### src/rtl/uart_tx_arbiter.sv
// Round-robin arbiter sharing one 8N1 UART transmitter among NUM_REQ byte sources.
// A byte is captured only in IDLE, so tx_din stays frozen from trigger until frame end.
module uart_tx_arbiter #(
    parameter int NUM_REQ      = 4,
    parameter int DATA_W       = 8,
    parameter int BUSY_TIMEOUT = 2100,
    parameter int ID_W         = $clog2(NUM_REQ)
) (
    input  logic                      clk,
    input  logic                      rst,
    input  logic [NUM_REQ-1:0]        req,
    input  logic [NUM_REQ*DATA_W-1:0] req_data,
    output logic [NUM_REQ-1:0]        ack,
    output logic                      tx_trigger,
    output logic [DATA_W-1:0]         tx_din,
    input  logic                      tx_busy,
    output logic                      active,
    output logic [ID_W-1:0]           cur_id,
    output logic                      timeout_err
);
    localparam int CNT_W = $clog2(BUSY_TIMEOUT + 1);

    typedef enum logic [1:0] {IDLE, WAIT_BUSY, WAIT_DONE} state_t;

    state_t              r_state;
    logic [CNT_W-1:0]    r_cnt;
    logic [NUM_REQ-1:0]  r_ack;
    logic                r_trigger;
    logic [DATA_W-1:0]   r_din;
    logic                r_active;
    logic [ID_W-1:0]     r_cur_id;
    logic                r_timeout;

    logic                w_any;
    logic [ID_W-1:0]     w_grant;
    logic [ID_W-1:0]     w_idx;
    logic [DATA_W-1:0]   w_gdata;

    // Scan offsets from farthest to nearest so the nearest set bit after cur_id wins.
    always_comb begin
        w_any   = 1'b0;
        w_grant = '0;
        w_idx   = '0;
        for (int i = NUM_REQ; i >= 1; i--) begin
            w_idx = ID_W'((int'(r_cur_id) + i) % NUM_REQ);
            if (req[w_idx]) begin
                w_any   = 1'b1;
                w_grant = w_idx;
            end
        end
    end

    always_comb begin
        w_gdata = '0;
        for (int i = 0; i < NUM_REQ; i++) begin
            if (w_grant == ID_W'(i)) w_gdata = req_data[i*DATA_W +: DATA_W];
        end
    end

    always_ff @(posedge clk) begin
        if (rst) begin
            r_state   <= IDLE;
            r_cnt     <= '0;
            r_ack     <= '0;
            r_trigger <= 1'b0;
            r_din     <= '0;
            r_active  <= 1'b0;
            r_cur_id  <= ID_W'(NUM_REQ - 1);
            r_timeout <= 1'b0;
        end else begin
            r_ack     <= '0;
            r_trigger <= 1'b0;
            r_timeout <= 1'b0;
            case (r_state)
                IDLE: begin
                    // A busy transmitter here means a frame left over from before reset.
                    if (!tx_busy && w_any) begin
                        r_din          <= w_gdata;
                        r_ack[w_grant] <= 1'b1;
                        r_trigger      <= 1'b1;
                        r_cur_id       <= w_grant;
                        r_cnt          <= '0;
                        r_active       <= 1'b1;
                        r_state        <= WAIT_BUSY;
                    end
                end
                WAIT_BUSY: begin
                    r_cnt <= r_cnt + 1'b1;
                    if (tx_busy) begin
                        r_state <= WAIT_DONE;
                    end else if (r_cnt == CNT_W'(BUSY_TIMEOUT - 1)) begin
                        r_timeout <= 1'b1;
                        r_active  <= 1'b0;
                        r_state   <= IDLE;
                    end
                end
                WAIT_DONE: begin
                    if (!tx_busy) begin
                        r_active <= 1'b0;
                        r_state  <= IDLE;
                    end
                end
                default: begin
                    r_active <= 1'b0;
                    r_state  <= IDLE;
                end
            endcase
        end
    end

    assign ack         = r_ack;
    assign tx_trigger  = r_trigger;
    assign tx_din      = r_din;
    assign active      = r_active;
    assign cur_id      = r_cur_id;
    assign timeout_err = r_timeout;

endmodule

### config.mk
export PLATFORM = sky130hd
export DESIGN_NAME = uart_tx_arbiter
export DESIGN_NICKNAME = d
export VERILOG_FILES = /design/src/rtl/uart_tx_arbiter.sv
export SDC_FILE = /design/constraint.sdc
export NUM_CORES = 1
export LEC_CHECK = 0
export CORE_MARGIN = 2
export CORE_UTILIZATION = 48
export DETAILED_ROUTE_END_ITERATION = 6
export GPL_TIMING_DRIVEN = 1
export MAX_ROUTING_LAYER = met4
export PLACE_DENSITY = 0.85
export REMOVE_ABC_BUFFERS = 1
export SLEW_MARGIN = 10
export SYNTH_ARGS = -nofsm -noshare
export SYNTH_HDL_FRONTEND = slang
export SYNTH_SLANG_ARGS = --single-unit
### constraint.sdc
create_clock -name clk -period 3.06 [get_ports clk]
set_clock_uncertainty 0.1 [all_clocks]
set_input_delay 0.459 -clock clk [delete_from_list [all_inputs] [get_ports clk]]
set_output_delay 0.459 -clock clk [all_outputs]
set_load 0.01 [all_outputs]
==> parameters.txt, run 1 <==
Parameter                              Value

Run status
  Result of the run ... complete, no violations

Worst setup path
  Critical path launch point type ... input pin
  Critical path class ... in -> reg
  CP Capture Type ... register
  Data arrival time of the critical path ... 2630 ps
  WP data required ... 3150 ps
  Critical path fanouts, max ... 20

Clocking
  Number of clock sinks ... 31
  Cell at the root of the clock tree ... sky130_fd_sc_hd__clkbuf_4
  Post-CTS Setup Inserts ... 0
  CTS Hold Buffers Added ... 0
  Worst skew pair latency ... 320 ps
  Post-cts resize count ... 0
  Total CTS buffers ... 5
  Clock input transition at the sequential cells of the worst setup and hold paths ... 90 ps
  H-tree Lvls ... 2
  CTS tree ... yes
  Longest Clk Path Bufs ... 2

STA
  Maximum clock frequency ... 0.395 GHz
  Period utilization ... 82.8%
  Hold violation count in the final report ... 0
  Setup repair after global routing missed its margin ... false
  Final critical delay including setup and external delays ... 2530 ps
  Least-Margin Pin Slew ... 1140 ps
  Sum of negative setup slack ... 0 ps
  Endpoints failing setup ... 0
  Max Transition Viols Final ... 0
  Remaining max-slew budget at the tightest pin ... 23.8%

Pwr
  Part of the total power dissipated in combinational logic ... 25.1%
  Clock power share ... 28.4%
  Share of total power in sequential cells ... 46.5%
  Internal power consumption ... 0.693 mW
  Switching Share ... 27.5%
  Net Switching ... 0.262 mW
  VDD IR-drop max ... 0.249 mV
  Leakage power figure ... 0.875 nW
  P per Cell Area ... 434 mW/mm2

Finish
  Fill cells ... 247
  Share of cells above drive strength 1 ... 7.42%
  Commonest non-fill, non-tap cells in the layout ... sky130_fd_sc_hd__clkdlybuf4s50_1, sky130_fd_sc_hd__dfxtp_1, sky130_fd_sc_hd__mux2i_1
  Area of the multi-input gates ... 868 um2
  Most common cell after layout, fill and taps aside ... sky130_fd_sc_hd__clkdlybuf4s50_1
  End-of-flow core utilization ... 71.5%
  Area added between synthesis and finish ... 41.4%
  Total Nets Final ... 268
  Diode insertion count for antenna repair ... 0
  Combined flip-flop and latch cell area ... 621 um2

Route
  Iter 0 DRT Violations ... 50
  Remaining design rule violation count ... 0
  Per-cell via count in the routed design ... 5.77
  Antenna violation net count after detailed routing ... 0
  Detail-routed net length per standard cell ... 15.1 um
  Final Routed Wirelength ... 4.12 mm
  Pre-Repair DR Iteration Count ... 4
  Via count ... 1574

Floorplan
  Starting density of the core ... 50.6%
  Number of I/O pins ... 56
  Core area ... 0.00308 mm2
  Number of placement rows ... 20
  Die span in x ... 60.9 um
  Vertical extent of the die ... 60.9 um
  DIE AREA ... 0.00371 mm2

Synthesis
  Number of enable-type register cells in the synthesized netlist ... 0
  Count of different cell masters after synthesis ... 44
  Summed instance area of the synthesized netlist ... 0.00156 mm2
  Post-synthesis register bit count ... 31
  Mapped Avg Cell Area ... 9.00 um2
  Fraction of registers with async set/reset ... 0%
  Sequential fraction of the synthesis area ... 39.9%
  Top flip-flop cell by instance count after synthesis ... sky130_fd_sc_hd__dfxtp_1
  Count of mapped cells out of synthesis ... 173
  Number of warnings issued by yosys ... 0

Job
  Maxcap violations ... 0

Placed design
  Input/output buffers ... 55
  Placed wire-length estimate after detailed placement ... 3.17 mm
  RD Place Congestion ... 0.816

Hold path
  Type of the tightest min-delay check ... reg -> reg

Global routing
  Number of global-route vias before repair ... 1477
  Number of antenna violations at the first check in global routing ... 0
  Congestion Overflow GR ... 0
  Maximum number of pins on one net before global-route repair ... 21
  GRT Overall Usage ... 23.8%
  First-pass GRT wire length ... 6.38 mm
[cell usage after synthesis, drive strengths merged, types with 2 or more instances]
| master | instances | area [um2] |
|---|---|---|
| o311ai | 2 | 17.5 |
| and2 | 2 | 12.5 |
| nand4 | 2 | 12.5 |
| a21oi | 9 | 45.0 |
| dfxtp | 31 | 621 |
| inv | 4 | 15.0 |
| clkbuf | 5 | 18.8 |
| nor2 | 15 | 72.6 |
| o221ai | 8 | 76.3 |
| nor4 | 4 | 31.3 |
| nor3 | 3 | 15.0 |
| buf | 5 | 33.8 |
| nand2 | 14 | 62.6 |
| or4 | 3 | 22.5 |
| o21ai | 7 | 35.0 |
| nand3 | 15 | 75.1 |
| o211ai | 4 | 30.0 |
| and3 | 3 | 18.8 |
| nand2b | 3 | 18.8 |
| mux2 | 2 | 22.5 |
| mux2i | 17 | 170 |
[layer usage]
metal / up-vias / GRT usage (%) / routed length, um
met5: - / - / 0
met4: 0 / 9.94 / 57
met2: 56 / 36.6 / 2110
li1: 767 / - / -
met3: 9 / 5.76 / 181
met1: 742 / 29.8 / 1770
[power groups by stage]
stage               sequential [mW]  combinational [mW]  clock, mW
finish                        0.444               0.240      0.271
floorplan                     0.460               0.106          0
global placement              0.451               0.232          0
detailed placement            0.453               0.241          0
global route                  0.447               0.259      0.297
CTS                           0.444               0.242      0.275
[worst paths after layout]
check,slack [ps],from,cells past startpoint,end
min reg2reg,390,active,1,active
max reg2reg,730,cur_id[1],5,tx_din[3]
min,390,active,1,active
max,530,req[0],6,tx_din[3]
[registers in the layout, indices dropped and copies added (netlist names)]
signal	count
ack	4
active	1
cur_id	2
r_cnt	12
r_state	2
timeout_err	1
tx_din	8
tx_trigger	1
[cells by family after synthesis]
family / after synthesis / share of synthesized area [%]
AOI/OAI and AO/OA: 39 / 17.8
DFF: 31 / 39.9
and+or+nand+nor: 68 / 24.3
muxes: 19 / 12.4
adders and majority gates: 1 / 0.804
buffers and inverters: 14 / 4.34
xor gates and xnor gates: 1 / 0.563
[area by class of cell]
cell class / instances / area share [%]
tap: 44 / 2.50
timing repair buffer: 58 / 26.0
clock buffer: 8 / 3.13
sequential: 31 / 28.2
multi-input combinational: 128 / 39.5
inverter: 4 / 0.682
[critical path, cell delays in order]
cell and delay [ps]:
sky130_fd_sc_hd__clkdlybuf4s50_1 550, sky130_fd_sc_hd__nand2_1 90, sky130_fd_sc_hd__o21ai_1 130, sky130_fd_sc_hd__a311o_1 900, sky130_fd_sc_hd__mux2i_1 330, sky130_fd_sc_hd__o221ai_1 160
[per-stage QoR]
stage / area, um2 / total power, mW / cells / setup slack [ps] / hold WS, ps
after floorplan: 1500 / 0.566 / 163 / 1010 / 367
after global placement: 2130 / 0.683 / 265 / 318 / 361
after detailed placement: 2130 / 0.694 / 265 / 185 / 367
after CTS: 2200 / 0.961 / 273 / 496 / 391
after global routing: 2200 / 1.00 / 273 / 382 / 419
final: 2200 / 0.955 / 273 / 526 / 390
(Power assumes the default switching activity.)
==> inputs of run 2 (changes only) <==
Settings changed: CORE_UTILIZATION 48 to 40, PLACE_DENSITY 0.85 to 0.76.
Clock period 3.06 ns to 2.1 ns, I/O delays scaled along.
==> run 2 against run 1 <==
Net effect: die area grew 19%; clock power increased by 54%; core utilization is 8.8 points lower; worst setup slack got worse by 400 ps; non-clock buffer count up 12; critical path depth is 1 higher.
==> parameters.txt, run 2 (same netlist as run 1, synthesis figures left out) <==
Parameter                              Value

Finish
  Most common cell after layout, fill and taps aside ... sky130_fd_sc_hd__clkdlybuf4s50_1
  Flip-flop count of the largest register, all copies and words added ... 12 (unchanged)
  Commonest non-fill, non-tap cells in the layout ... sky130_fd_sc_hd__clkdlybuf4s50_1, sky130_fd_sc_hd__dfxtp_1, sky130_fd_sc_hd__mux2i_1
  Area added between synthesis and finish ... 48.6%
  Finished Layout Cells ... 287 (+5.1%)
  Diode insertion count for antenna repair ... 0 (unchanged)
  End-of-flow core utilization ... 62.7% (-8.8 points)
  Share of cells above drive strength 1 ... 11.3% (+3.9 points)
  Register ranked first by flip-flop count ... r_cnt
  Total Nets Final ... 280 (+4.5%)

STA
  Least-Margin Pin Slew ... 451 ps (-692 ps)
  Remaining max-slew budget at the tightest pin ... 69.6% (+46 points)
  Maximum clock frequency ... 0.506 GHz
  Final worst hold slack ... 393 ps (+3.55 ps)
  PnR worst setup slack ... 123 ps (-403 ps)
  Hold violation count in the final report ... 0 (unchanged)
  Endpoints failing setup ... 0 (unchanged)
  Period utilization ... 94.2%
  Final critical delay including setup and external delays ... 1980 ps
  Max Transition Viols Final ... 0 (unchanged)
  Setup repair after global routing missed its margin ... false

Clocking
  H-tree Lvls ... 2 (unchanged)
  CTS Hold Buffers Added ... 0 (unchanged)
  Clock input transition at the sequential cells of the worst setup and hold paths ... 60 ps (-30 ps)
  Worst skew pair latency ... 280 ps (-40 ps)
  Cell at the root of the clock tree ... sky130_fd_sc_hd__clkbuf_8
  CTS tree ... yes
  Post-CTS Setup Inserts ... 0 (unchanged)
  Longest Clk Path Bufs ... 2 (unchanged)
  Post-cts resize count ... 0 (unchanged)
  Total CTS buffers ... 5 (unchanged)
  Number of clock sinks ... 31 (unchanged)

Worst setup path
  Data arrival time of the critical path ... 2050 ps (-580 ps)
  CP Capture Type ... register
  WP data required ... 2170 ps (-980 ps)
  Longest individual stage delay on the worst path ... 570 ps (-330 ps)
  Number of buffer and inverter stages on the critical path ... 2 (+1)
  Critical path launch point type ... input pin
  Critical path fanouts, max ... 10 (-50%)
  CP cell instances ... clkdlybuf4s50_1 -> nor4_1 -> or4_1 -> buf_4 -> and2_1 -> o21ai_1 -> a21oi_1
  R2r setup slk ... 350 ps (-380 ps)
  Crit path max-delay family ... buffers and inverters
  Critical path class ... in -> reg
  CP max stage cell ... sky130_fd_sc_hd__clkdlybuf4s50_1

Route
  Per-cell via count in the routed design ... 5.38 (-6.6%)
  Iter 0 DRT Violations ... 101 (+100%)
  Pre-Repair DR Iteration Count ... 4 (unchanged)
  Final Routed Wirelength ... 4.05 mm (-1.8%)
  Remaining design rule violation count ... 0 (unchanged)
  Via count ... 1545 (-1.8%)
  Detail-routed net length per standard cell ... 14.1 um (-6.6%)
  Antenna violation net count after detailed routing ... 0 (unchanged)

Floorplan
  Starting density of the core ... 42.2% (-8.4 points)
  Vertical extent of the die ... 66.4 um (+8.9%)
  DIE AREA ... 0.00441 mm2 (+19%)
  Die span in x ... 66.4 um (+8.9%)
  Core area ... 0.00369 mm2 (+20%)
  Number of placement rows ... 22 (+10%)
  Number of I/O pins ... 56 (unchanged)

Job
  Maxcap violations ... 0 (unchanged)

Global routing
  First-pass GRT wire length ... 6.69 mm (+5.0%)
  GRT Overall Usage ... 20.5% (-3.3 points)
  Maximum number of pins on one net before global-route repair ... 15 (-29%)
  Congestion Overflow GR ... 0 (unchanged)
  Number of global-route vias before repair ... 1473 (-0.27%)
  Number of antenna violations at the first check in global routing ... 0 (unchanged)

Placed design
  Input/output buffers ... 55 (unchanged)
  Placed wire-length estimate after detailed placement ... 3.04 mm (-4.3%)
  RD Place Congestion ... 0.858 (+5.2%)
  Number of instances in the placed design ... 281 (+6.0%)
  Pre-CTS worst setup slack ... -147 ps (-332 ps)

Run status
  Result of the run ... complete, no violations

Pwr
  P per Cell Area ... 627 mW/mm2 (+45%)
  Total power draw ... 1.45 mW (+52%)
  Leakage power figure ... 0.936 nW (+7.0%)
  VDD IR-drop max ... 0.313 mV (+26%)

Hold path
  Type of the tightest min-delay check ... reg -> reg
run 2: cell count changes in the layout (fill, tap and decap cells not counted):
cell,change
sky130_fd_sc_hd__buf_4,+11
sky130_fd_sc_hd__clkbuf_4,-5
sky130_fd_sc_hd__clkbuf_8,+3
sky130_fd_sc_hd__buf_12,+1
run 2: final cells by class:
cell class / count / area (um2)
clock buffer: 6 / 72.6
sequential: 31 / 621
timing repair buffer: 70 / 676
inverter: 4 / 15.0
fill: 324 / 1380
tap: 48 / 60.1
multi-input combinational: 128 / 868
run 2: worst paths after layout:
check,startpoint,to,depth (start not counted)
setup / recovery,req[3],r_cnt[3],7
hold / removal,tx_din[7],tx_din[7],2
setup reg to reg,cur_id[1],tx_din[1],6
hold reg to reg,tx_din[7],tx_din[7],2
run 2: report_power, final:
| part | internal (mW) | total, mW | switching, mW |
|---|---|---|---|
| Sequential | 0.623 | 0.649 | 0.0263 |
| Combinational | 0.220 | 0.385 | 0.165 |
| Clock | 0.220 | 0.417 | 0.197 |
| Total | 1.06 | 1.45 | 0.388 |
run 2: through the flow:
stage	area, um2	setup TNS [ps]
2_1_floorplan	1500	0
3_3_place_gp	2240	-1130
3_5_place_dp	2240	-2270
4_1_cts	2310	0
5_1_grt	2310	0
6_report	2310	0
run 2: routing by layer:
| layer | global-route usage [%] | routed length, um | up-vias |
|---|---|---|---|
| met5 | - | 0 | - |
| met4 | 7.40 | 49 | 0 |
| met3 | 5.28 | 219 | 6 |
| met2 | 30.5 | 1930 | 53 |
| met1 | 26.7 | 1850 | 706 |
| li1 | - | - | 780 |
run 2: worst register-to-register path, cell delays in order, from the launching register on:
cell	delay, ps
sky130_fd_sc_hd__dfxtp_1	500
sky130_fd_sc_hd__o211ai_1	130
sky130_fd_sc_hd__o21ai_1	100
sky130_fd_sc_hd__a311o_1	220
sky130_fd_sc_hd__buf_4	230
sky130_fd_sc_hd__mux2i_1	220
sky130_fd_sc_hd__o221ai_1	130
==> inputs of run 3 (changes only) <==
Settings changed: PLACE_DENSITY 0.76 to 0.88.
==> run 3 against run 2 <==
Net effect: global-route usage decreased by 1.2 points; final area rose by 1.3%; critical path type unchanged; routed wire length is 3.6% lower; hold slack worse by 0.72 ps; die area unchanged; final cell count did not move; largest power group unchanged; maximum frequency rose by 1.7%; largest cell class unchanged; non-clock buffer count is 2 lower; via count rose by 2.0%.
==> parameters.txt, run 3 (same netlist as run 1, synthesis figures left out) <==
Parameter                              Value

Run status
  Result of the run ... complete, no violations

Placed design
  RD Place Congestion ... 0.848 (-1.2%)
  Placed wire-length estimate after detailed placement ... 2.95 mm (-3.0%)
  Input/output buffers ... 55 (unchanged)
  Number of instances in the placed design ... 279 (-0.71%)
  Placed cell areas ... 0.00222 mm2 (-0.67%)

STA
  Setup repair after global routing missed its margin ... false
  Maximum clock frequency ... 0.514 GHz (+1.7%)
  Max Transition Viols Final ... 0 (unchanged)
  Least-Margin Pin Slew ... 464 ps (+13.2 ps)
  Sum of negative setup slack ... 0 ps (unchanged)
  Remaining max-slew budget at the tightest pin ... 68.9% (-0.70 points)
  Final critical delay including setup and external delays ... 1940 ps (-33.6 ps)
  Hold violation count in the final report ... 0 (unchanged)
  Endpoints failing setup ... 0 (unchanged)
  Period utilization ... 92.6% (-1.6 points)

Floorplan
  DIE AREA ... 0.00441 mm2 (unchanged)
  Number of I/O pins ... 56 (unchanged)
  Vertical extent of the die ... 66.4 um (unchanged)
  Core area ... 0.00369 mm2 (unchanged)
  Number of placement rows ... 22 (unchanged)
  Starting density of the core ... 42.2% (unchanged)
  Die span in x ... 66.4 um (unchanged)

Worst setup path
  CP cell instances ... clkdlybuf4s50_1 -> nor4_1 -> or4_1 -> buf_12 -> nor2_8 -> nand2_2 -> o221ai_1
  Critical path launch point type ... input pin
  Critical path class ... in -> reg
  Worst r2r src ... r_state[1]
  Depth of the most critical reg-to-reg path ... 5 (-1)
  CP Capture Type ... register
  Crit path max-delay family ... simple AND/OR/NAND/NOR gates
  Data arrival time of the critical path ... 2050 ps (about the same)
  Critical path fanouts, max ... 14 (+4)
  Reg2reg end ... tx_din[5]
  R2r setup slk ... 310 ps (-40 ps)
  Number of buffer and inverter stages on the critical path ... 2 (unchanged)
  WP data required ... 2210 ps (+40 ps)
  CP max stage cell ... sky130_fd_sc_hd__clkdlybuf4s50_1
  Longest individual stage delay on the worst path ... 520 ps (-50 ps)

Clocking
  CTS tree ... yes
  H-tree Lvls ... 2 (unchanged)
  Post-CTS Setup Inserts ... 0 (unchanged)
  CTS Hold Buffers Added ... 0 (unchanged)
  Cell at the root of the clock tree ... sky130_fd_sc_hd__clkbuf_8
  Number of clock sinks ... 31 (unchanged)
  Clock input transition at the sequential cells of the worst setup and hold paths ... 70 ps (about the same)
  Post-cts resize count ... 0 (unchanged)
  Total CTS buffers ... 5 (unchanged)
  Worst skew pair latency ... 290 ps (about the same)
  Longest Clk Path Bufs ... 2 (unchanged)

Hold path
  Startpoint of the worst hold path ... active
  Endpoint, Worst Hold ... active
  Type of the tightest min-delay check ... reg -> reg
  Number of instances on the worst hold path ... 1 (-1)

Pwr
  Leakage power figure ... 0.950 nW (+1.5%)
  P per Cell Area ... 697 mW/mm2 (+11%)
  Total power draw ... 1.63 mW (+13%)
  VDD IR-drop max ... 0.341 mV (+8.7%)

Route
  Antenna violation net count after detailed routing ... 0 (unchanged)
  Detail-routed net length per standard cell ... 13.6 um (-3.6%)
  Iter 0 DRT Violations ... 66 (-35%)
  Pre-Repair DR Iteration Count ... 5 (+1)
  Final Routed Wirelength ... 3.90 mm (-3.6%)
  Via count ... 1576 (+2.0%)
  Remaining design rule violation count ... 0 (unchanged)
  Per-cell via count in the routed design ... 5.49 (+2.0%)

Finish
  Diode insertion count for antenna repair ... 0 (unchanged)
  Combined flip-flop and latch cell area ... 621 um2 (unchanged)
  Commonest non-fill, non-tap cells in the layout ... sky130_fd_sc_hd__clkdlybuf4s50_1, sky130_fd_sc_hd__dfxtp_1, sky130_fd_sc_hd__mux2i_1
  Share of cells above drive strength 1 ... 11.7% (+0.42 points)
  Register ranked first by flip-flop count ... r_cnt
  Area of the multi-input gates ... 868 um2 (unchanged)
  Finished Layout Cells ... 287 (unchanged)
  Flip-flop count of the largest register, all copies and words added ... 12 (unchanged)
  Most common cell after layout, fill and taps aside ... sky130_fd_sc_hd__clkdlybuf4s50_1
  Fill cells ... 298 (-8.0%)
  Total Nets Final ... 278 (-0.71%)
  Area added between synthesis and finish ... 50.5%
  Cell area after layout ... 0.00234 mm2 (+1.3%)

Global routing
  Number of antenna violations at the first check in global routing ... 0 (unchanged)
  GRT Overall Usage ... 19.3% (-1.2 points)
  Congestion Overflow GR ... 0 (unchanged)
  First-pass GRT wire length ... 6.23 mm (-6.9%)
  Number of global-route vias before repair ... 1459 (-0.95%)
  Maximum number of pins on one net before global-route repair ... 15 (unchanged)

Job
  Maxcap violations ... 0 (unchanged)
==> run 3: routing by layer <==
metal	vias to the layer above	wire length [um]	share of wire, %	global-route usage (%)
met5	-	0	0	-
met4	0	108	2.8	9.44
met3	11	186	4.8	5.79
met2	53	1880	48	29.6
met1	734	1730	44	22.9
li1	778	-	-	-
==> run 3: metrics by stage <==
| stage | hold slack, ps | utilization [%] | setup slack (ps) |
|---|---|---|---|
| after floorplan | 284 | - | 51.1 |
| after global placement | 369 | 60.3 | -62.3 |
| after detailed placement | 385 | 60.3 | -134 |
| after CTS | 397 | 63.5 | 174 |
| after global routing | 436 | 63.5 | 82.3 |
| final | 393 | 63.5 | 156 |
==> run 3: layout make-up <==
type	instances	area share (%)
Tap cell	48	2.56
Multi-Input combinational cell	128	37.1
Sequential cell	31	26.5
Clock buffer	6	3.53
Clock inverter	2	1.50
Inverter	4	0.641
Timing Repair Buffer	68	28.2
==> run 3: worst register-to-register path, stage by stage (launching register included) <==
cell	delay (ps)
sky130_fd_sc_hd__dfxtp_1	350
sky130_fd_sc_hd__or4_1	590
sky130_fd_sc_hd__buf_12	180
sky130_fd_sc_hd__nor2_8	120
sky130_fd_sc_hd__nand2_2	150
sky130_fd_sc_hd__o221ai_1	210
==> run 3: how the worst max path moves through the flow <==
| stage | from | to | slack (ps) | depth (start not counted) |
|---|---|---|---|---|
| 3_3_place_gp | req[0] | tx_din[6] | -60 | 7 |
| 3_5_place_dp | req[0] | tx_din[5] | -130 | 7 |
| 2_1_floorplan | cur_id[1] | tx_din[6] | 50 | 5 |
| 6_report | req[0] | tx_din[5] | 160 | 7 |
| 4_1_cts | req[0] | tx_din[5] | 170 | 7 |
| 5_1_grt | req[0] | tx_din[5] | 80 | 7 |
==> run 3: power breakdown <==
part	total [mW]	switching (mW)	internal, mW
clock	0.611	0.228	0.383
combinational	0.372	0.160	0.213
sequential	0.648	0.0262	0.622
total	1.63	0.414	1.22
